--- config.mk ---
export PLATFORM = sky130hd
export DESIGN_NAME = multiplier_seq_nbit
export DESIGN_NICKNAME = d
export VERILOG_FILES = /design/src/rtl/multiplier_seq_nbit.sv
export SDC_FILE = /design/constraint.sdc
export NUM_CORES = 1
export LEC_CHECK = 0
export BUFFER_PORTS_ARGS = -buffer_cell sky130_fd_sc_hd__buf_2
export CELL_PAD_IN_SITES_DETAIL_PLACEMENT = 0
export CELL_PAD_IN_SITES_GLOBAL_PLACEMENT = 1
export CORE_ASPECT_RATIO = 0.75
export CORE_UTILIZATION = 41
export DETAILED_ROUTE_END_ITERATION = 12
export GPL_ROUTABILITY_DRIVEN = 0
export HOLD_SLACK_MARGIN = 0.03
export PLACE_DENSITY_LB_ADDON = 0.1
export REMOVE_ABC_BUFFERS = 1
export SYNTH_ARGS = -nofsm -noshare
export SYNTH_HDL_FRONTEND = slang
export SYNTH_SLANG_ARGS = --single-unit
--- constraint.sdc ---
create_clock -name clk -period 3.3 [get_ports clk]
set_clock_uncertainty 0.05 [all_clocks]
set_input_delay 0.165 -clock clk [delete_from_list [all_inputs] [get_ports clk]]
set_output_delay 0.165 -clock clk [all_outputs]
set_load 0.1 [all_outputs]
--- src/rtl/multiplier_seq_nbit.sv ---
// rtl/multiplier_seq_nbit.sv - iterative shift-and-add multiplier, one multiplier bit per cycle
// Returns the low WIDTH bits of A*B behind valid/ready handshakes on input and output.

module mux_nbit #(
  parameter int WIDTH = 32
) (
  input  logic             sel,
  input  logic [WIDTH-1:0] a,
  input  logic [WIDTH-1:0] b,
  output logic [WIDTH-1:0] y
);
  assign y = sel ? b : a;
endmodule

module adder_nbit #(
  parameter int WIDTH     = 32,
  parameter int IMPL_TYPE = 0
) (
  input  logic [WIDTH-1:0] a,
  input  logic [WIDTH-1:0] b,
  output logic [WIDTH-1:0] sum
);
  // Both implementations are modulo 2^WIDTH; the final carry is dropped.
  generate
    if (IMPL_TYPE == 0) begin : g_behav
      assign sum = a + b;
    end else begin : g_ripple
      always_comb begin
        logic cy;
        cy  = 1'b0;
        sum = '0;
        for (int i = 0; i < WIDTH; i++) begin
          sum[i] = a[i] ^ b[i] ^ cy;
          cy     = (a[i] & b[i]) | (cy & (a[i] ^ b[i]));
        end
      end
    end
  endgenerate
endmodule

module multiplier_seq_nbit #(
  parameter int WIDTH     = 32,
  parameter int IMPL_TYPE = 0
) (
  input  logic             clk,
  input  logic             rst,
  input  logic             in_valid,
  output logic             in_ready,
  input  logic [WIDTH-1:0] A,
  input  logic [WIDTH-1:0] B,
  output logic             out_valid,
  input  logic             out_ready,
  output logic [WIDTH-1:0] P,
  output logic             busy
);
  localparam int CW = $clog2(WIDTH + 1);

  typedef enum logic [1:0] {IDLE, BUSY, DONE} state_t;

  state_t           state, state_next;
  logic [WIDTH-1:0] mcand, mplier, acc;
  logic [CW-1:0]    cnt;
  logic [WIDTH-1:0] addend, sum;
  logic             accept, last;

  mux_nbit #(.WIDTH(WIDTH)) u_mux (
    .sel (mplier[0]),
    .a   ('0),
    .b   (mcand),
    .y   (addend)
  );

  adder_nbit #(.WIDTH(WIDTH), .IMPL_TYPE(IMPL_TYPE)) u_add (
    .a   (acc),
    .b   (addend),
    .sum (sum)
  );

  assign in_ready  = (state == IDLE) & ~rst;
  assign out_valid = (state == DONE);
  assign busy      = (state == BUSY);
  assign P         = acc;
  assign accept    = in_valid & in_ready;
  assign last      = (cnt == CW'(WIDTH - 1));

  always_comb begin
    state_next = state;
    case (state)
      IDLE:    if (accept) state_next = BUSY;
      BUSY:    if (last) state_next = DONE;
      DONE:    if (out_ready) state_next = IDLE;
      default: state_next = IDLE;
    endcase
  end

  always_ff @(posedge clk) begin
    if (rst) begin
      state <= IDLE;
    end else begin
      state <= state_next;
    end
  end

  // Latency is fixed at WIDTH steps; no early exit when mplier runs out of ones.
  always_ff @(posedge clk) begin
    if (rst) begin
      mcand  <= '0;
      mplier <= '0;
      acc    <= '0;
      cnt    <= '0;
    end else if (state == IDLE && accept) begin
      mcand  <= A;
      mplier <= B;
      acc    <= '0;
      cnt    <= '0;
    end else if (state == BUSY) begin
      acc    <= sum;
      mcand  <= mcand << 1;
      mplier <= mplier >> 1;
      cnt    <= cnt + CW'(1);
    end
  end
endmodule

==> metrics.txt, run 1 <==
Antenna Violating Nets Remaining=0; crit path buf inv count=1; status=finished clean; Clock Latency Late Sink=350 ps; initial antenna violation count=3; chip height=108 um; internal power=2.00 mW; Synth area leader=dfxtp_1; total global-route track usage=22.5%; number of synthesized register bits=104; # port buffers=102; WL per Instance=15.5 um; vias per cell=5.50; Critical Path RT=3530 ps; Crit path arrival time=3370 ps; Switching Share=29.5%; worst-path cell chain=buf_4 > and2_1 > ha_1 > a21o_1 > a31oi_1 > a2bb2oi_1 > a311o_1 > and4_4 > or4_1 > a21oi_1; Slowest-stage cell, CP=or4_1; P per Cell Area=396 nW/um^2; placed insts=1058; EDFF count, synth=0; CTS tree=built; maximum VDD drop=292 uV; Layout Nets=981; post-layout util=49.5%; CTS Sinks=104; Async S/R FF share, synth=0%; area post-placement=6750 um^2; worst-case clock buffer depth=2; first-pass GRT wire length=27.2 mm; Distinct cells, synth=52; Flop pwr share=47.7%; Leak Pwr=3.01 nW; Worst path max stage delay=470 ps; Hold Path Class=input port to flop; Setup TNS=0 ps; slew margin rel.=49.8%; Comb pwr share=13.5%; register area share after synthesis=34.2%; Mean Syn Cell Area=7.63 um^2; Synthesis Warnings=0; Row Count=38; Main synth FF type=dfxtp_1; CP Capture Type=flop; Clock Power Share=38.8%; P&R area growth vs syn=17.8%; effective utilization at floorplan=42.0%; Core Footprint=14500 um^2; # setup viols final=0; fin crit period=3140 ps; Mapped Area=6090 um^2; fillers=1490; drt first-iter violations=372; Die X=143 um; vias in the first global route=5377; Fmax achieved=318 MHz; Max-Cap Viols=0; kind of critical path=flop to flop; DRC=0; grt ovf=0; Worst-path clk slew=80 ps; post-route cell area=7180 um^2; layout cells sized above 1=16.2%; Yosys top cell area share=34.2%; crit share post-route=95.2%; unrepaired setup endpoints after global routing=no; Final Max Tran Viols=0; Switching Power=839 uW; crit-path leading delay family=compound AO/OA/AOI/OAI gates; hold_ws=39.7 ps; drt pass-1 iters=5; CP max FO=18; Detailed Route WL=16.9 mm; cts bufs inserted=9; Non-Filler Instances=1086; post-detail-place hpwl=12.0 mm; H-tree levels=3; top cells by area, synth=dfxtp_1, nand2_1, a21oi_1; Worst Tran Pin Value=753 ps; die area=15400 um^2; Clock Tree Root=clkbuf_16; final hold viol count=0; routed vias=5975; Mapped Cells=798; largest net degree at the start of global routing=66; critical path startpoint category=flop; I/O Pins=103
## logic make-up (layout without fill, tap and decap cells)
kind of cell | Yosys count | in the layout | share of synthesized area [%]
DFF | 104 | 104 | 34.2
muxes | 6 | 6 | 0.986
xor gates and xnor gates | 26 | 26 | 3.74
other | 0 | 1 | 0
buffers and inverters | 64 | 151 | 4.25
adders and majority gates | 33 | 33 | 6.90
and+or+nand+nor | 319 | 319 | 23.4
AOI/OAI and AO/OA | 246 | 246 | 26.6
## state kept, by name (all words and copies together) (netlist names)
register and count:
P 32, cnt 6, mcand 32, mplier 32, state 2
## stage by stage
step                      setup WS, ps  power (mW)
after global routing              11.1        2.97
final                              160        2.84
after floorplan                  -2720        1.60
after global placement             257        1.75
after detailed placement           203        1.76
after CTS                          185        2.87
## per-layer routing
layer,part of all wire [%],GRT usage (%)
met3,5.5,5.52
met2,42,34.5
met1,51,31.7
met4,1.1,5.22
met5,0.18,0
## layout make-up
cell class                 instances  area (um^2)  share of cell area, %
antenna                            1         2.50                 0.0349
clock buffer                      10          239                   3.33
clock inverter                     6         70.1                  0.976
inverter                           8         30.0                  0.418
multi-input combinational        630         3760                   52.4
sequential                       104         2080                   29.0
tap                              200          250                   3.49
timing repair buffer             127          738                   10.3
## layout by cell type (no fill, tap or decap), drive strengths merged, types with 5 or more instances in the layout
cell type and n:
a21o 22, nor3 11, nand2 167, nand3 15
o21ai 25, ha 32, a22oi 33, and2 34
inv 12, nand4 9, a311oi 34, a31oi 5
nor2 59, buf 116, a211oi 8, xor2 11
clkbuf 10, and3 6, dlygate4sd3 11, o211ai 5
a21oi 91, dfxtp 104, xnor2 15, mux2i 6
## synth_stat cells, types with 5 or more instances
library cell and number:
buf_2 8, a22oi_1 33, nor2_1 59, nand4_1 8
nor3_1 10, nand2_1 167, a21oi_1 91, a311oi_1 34
ha_1 32, a31oi_1 5, inv_1 7, a21o_1 22
o21ai_0 24, nand3_1 15, and3_1 6, a211oi_1 8
xor2_1 11, mux2i_1 6, dfxtp_1 104, xnor2_1 15
clkbuf_1 44, and2_1 34
## power groups by stage
stage	Clock (mW)	Combinational, mW	Sequential, mW
global placement	0	0.366	1.38
CTS	1.13	0.386	1.35
floorplan	0	0.207	1.39
finish	1.10	0.383	1.36
global route	1.18	0.424	1.36
detailed placement	0	0.376	1.38
## path summary, 6_finish.rpt
path / from / to / slack (ps) / cells past startpoint
max: mplier[0] / P[31] / 160 / 10
min: B[5] / mplier[5] / 40 / 3
max reg2reg: mplier[0] / P[31] / 160 / 10
min reg2reg: mplier[25] / mplier[25] / 410 / 2
## worst register-to-register path: stages (launching register included)
cell and delay (ps):
dfxtp_1 320, buf_4 200, and2_1 180, ha_1 420, a21o_1 220, a31oi_1 240
a2bb2oi_1 210, a311o_1 390, and4_4 210, or4_1 470, a21oi_1 180
## what timing repair did
action / in CTS / in global routing
gates resized for setup: 0 / 1
buffers inserted: 0 / 0
hold endpoints to repair: 11 / 0
setup endpoints to repair: 0 / 1
hold buffers: 11 / 0
Power figures use the tool's default switching activity.
==> inputs of run 2 (changes only) <==
--- a/config.mk
+++ b/config.mk
@@ -9,7 +9,7 @@
 export CELL_PAD_IN_SITES_DETAIL_PLACEMENT = 0
 export CELL_PAD_IN_SITES_GLOBAL_PLACEMENT = 1
 export CORE_ASPECT_RATIO = 0.75
-export CORE_UTILIZATION = 41
+export CORE_UTILIZATION = 45
 export DETAILED_ROUTE_END_ITERATION = 12
 export GPL_ROUTABILITY_DRIVEN = 0
 export HOLD_SLACK_MARGIN = 0.03
==> constraint.sdc (replaced) <==
create_clock -name clk -period 4 [get_ports clk]
set_clock_uncertainty 0.05 [all_clocks]
set_input_delay 0.2 -clock clk [delete_from_list [all_inputs] [get_ports clk]]
set_output_delay 0.2 -clock clk [all_outputs]
set_load 0.1 [all_outputs]
==> run 2 against run 1 <==
- via count is 0.42% lower
- critical path type unchanged
- final area is 3.2% lower
- largest power group unchanged
- clock-buffer cell count stayed put
- critical path depth is 1 higher
==> metrics.txt, run 2 (synthesis results as in run 1) <==
status=finished clean; crit share post-route=89.5% (-5.7 points); slew margin rel.=20.9% (-29 points); vias in the first global route=5444 (+1.2%); CTS tree=built; Clock Latency Late Sink=360 ps (about the same); final hold viol count=0 (unchanged); Setup TNS=0 ps (unchanged); P&R area growth vs syn=14.1%; drt first-iter violations=375 (+0.81%); Worst Tran Pin Value=1180 ps (+432 ps); worst-case clock buffer depth=2 (unchanged); fin crit period=3580 ps (+440 ps); layout cells sized above 1=15.6% (-0.61 points); initial antenna violation count=1 (-2); routed vias=5950 (-0.42%); Worst Min Path Start=B[31]; Fmax achieved=279 MHz (-12%); largest net degree at the start of global routing=65 (-1.5%); # setup viols final=0 (unchanged); maximum VDD drop=214 uV (-27%); Row Count=36 (-5.3%); Crit path arrival time=3740 ps (+370 ps); commonest non-fill, non-tap cell in the layout=nand2_1; Max-Cap Viols=0 (unchanged); CP max FO=33 (+15); kind of critical path=flop to flop; # port buffers=102 (unchanged); WL per Instance=16.2 um (+4.2%); hold_buf cts=0 (-11); cts bufs inserted=9 (unchanged); first-pass GRT wire length=27.4 mm (+0.84%); Final Max Tran Viols=0 (unchanged); unrepaired setup endpoints after global routing=no; Worst-path clk slew=80 ps (about the same); Layout Nets=964 (-1.7%); critical path startpoint category=flop; Critical Path RT=4160 ps (+630 ps); grt ovf=0 (unchanged); Clock Tree Root=clkbuf_16; Antenna Violating Nets Remaining=0 (unchanged); Die X=136 um (-4.5%); die area=14000 um^2 (-8.7%); total global-route track usage=24.5% (+2.0 points); effective utilization at floorplan=46.5% (+4.5 points); Post-CTS Setup Inserts=0 (unchanged); post-detail-place hpwl=12.0 mm (-0.22%); H-tree levels=3 (unchanged); Detailed Route WL=16.9 mm (-0.20%); chip height=103 um (-4.5%); hold_ws=36.2 ps (-3.49 ps); CTS Sinks=104 (unchanged); Core Footprint=13100 um^2 (-9.6%); worst r2r src=mplier[0]; post-CTS sizing=0 (unchanged); CP Capture Type=flop; DRC=0 (unchanged); vias per cell=5.72 (+4.0%); I/O Pins=103 (unchanged); P per Cell Area=331 nW/um^2 (-16%); most frequent cells in the layout=nand2_1, dfxtp_1, buf_2; drt pass-1 iters=5 (unchanged); Hold Path Class=input port to flop; Leak Pwr=2.92 nW (-3.0%); CP Launch Point=mplier[0]
-- run 2: changes by cell type in the layout (fill, tap and decap cells not counted), sizes merged --
cell / delta
dlygate4sd3: -11
buf: -6
clkinv: +1
inv: -1
-- run 2: final cells by class --
| cell class | instances | area, um^2 |
|---|---|---|
| antenna | 1 | 2.50 |
| clock buffer | 10 | 229 |
| clock inverter | 6 | 62.6 |
| fill | 1321 | 6160 |
| inverter | 8 | 30.0 |
| multi-input combinational | 630 | 3760 |
| sequential | 104 | 2080 |
| tap | 171 | 214 |
| timing repair buffer | 110 | 571 |
-- run 2: power breakdown --
part	total (mW)	internal [mW]	switching, mW
logic	0.293	0.0913	0.202
registers	1.12	1.08	0.0407
clock network	0.884	0.440	0.443
-- run 2: path summary, 6_finish.rpt --
kind | end | slack (ps) | cells past startpoint
worst max-delay path | P[22] | 420 | 11
worst min-delay path | mplier[31] | 40 | 3
worst max register to register | P[22] | 420 | 11
worst min register to register | mplier[5] | 410 | 2
-- run 2: critical path, cell delays in order, from the launching register on --
cell,delay (ps)
dfxtp_1,680
and2_1,360
ha_1,220
fa_1,420
a21o_1,220
a221oi_1,260
buf_4,200
a211oi_1,70
nor3_1,470
a21oi_1,230
xnor2_1,170
o21ai_0,80
-- run 2: layer usage --
layer,wire length [um],vias up,track usage [%]
li1,-,2987,-
met1,8420,2782,35.2
met2,7120,165,36.8
met3,1150,16,6.54
met4,164,0,4.96
met5,0,-,0
-- run 2: metrics by stage --
step / util, % / power, mW / worst slack (ps) / cells / instance area (um^2)
finish: 53.0 / 2.30 / 419 / 1040 / 6950
detailed placement: 50.8 / 1.44 / 500 / 1023 / 6650
CTS: 53.0 / 2.32 / 466 / 1039 / 6950
floorplan: - / 1.32 / -2020 / 742 / 5860
global route: 53.0 / 2.40 / 108 / 1039 / 6950
global placement: 50.8 / 1.43 / 589 / 1023 / 6650
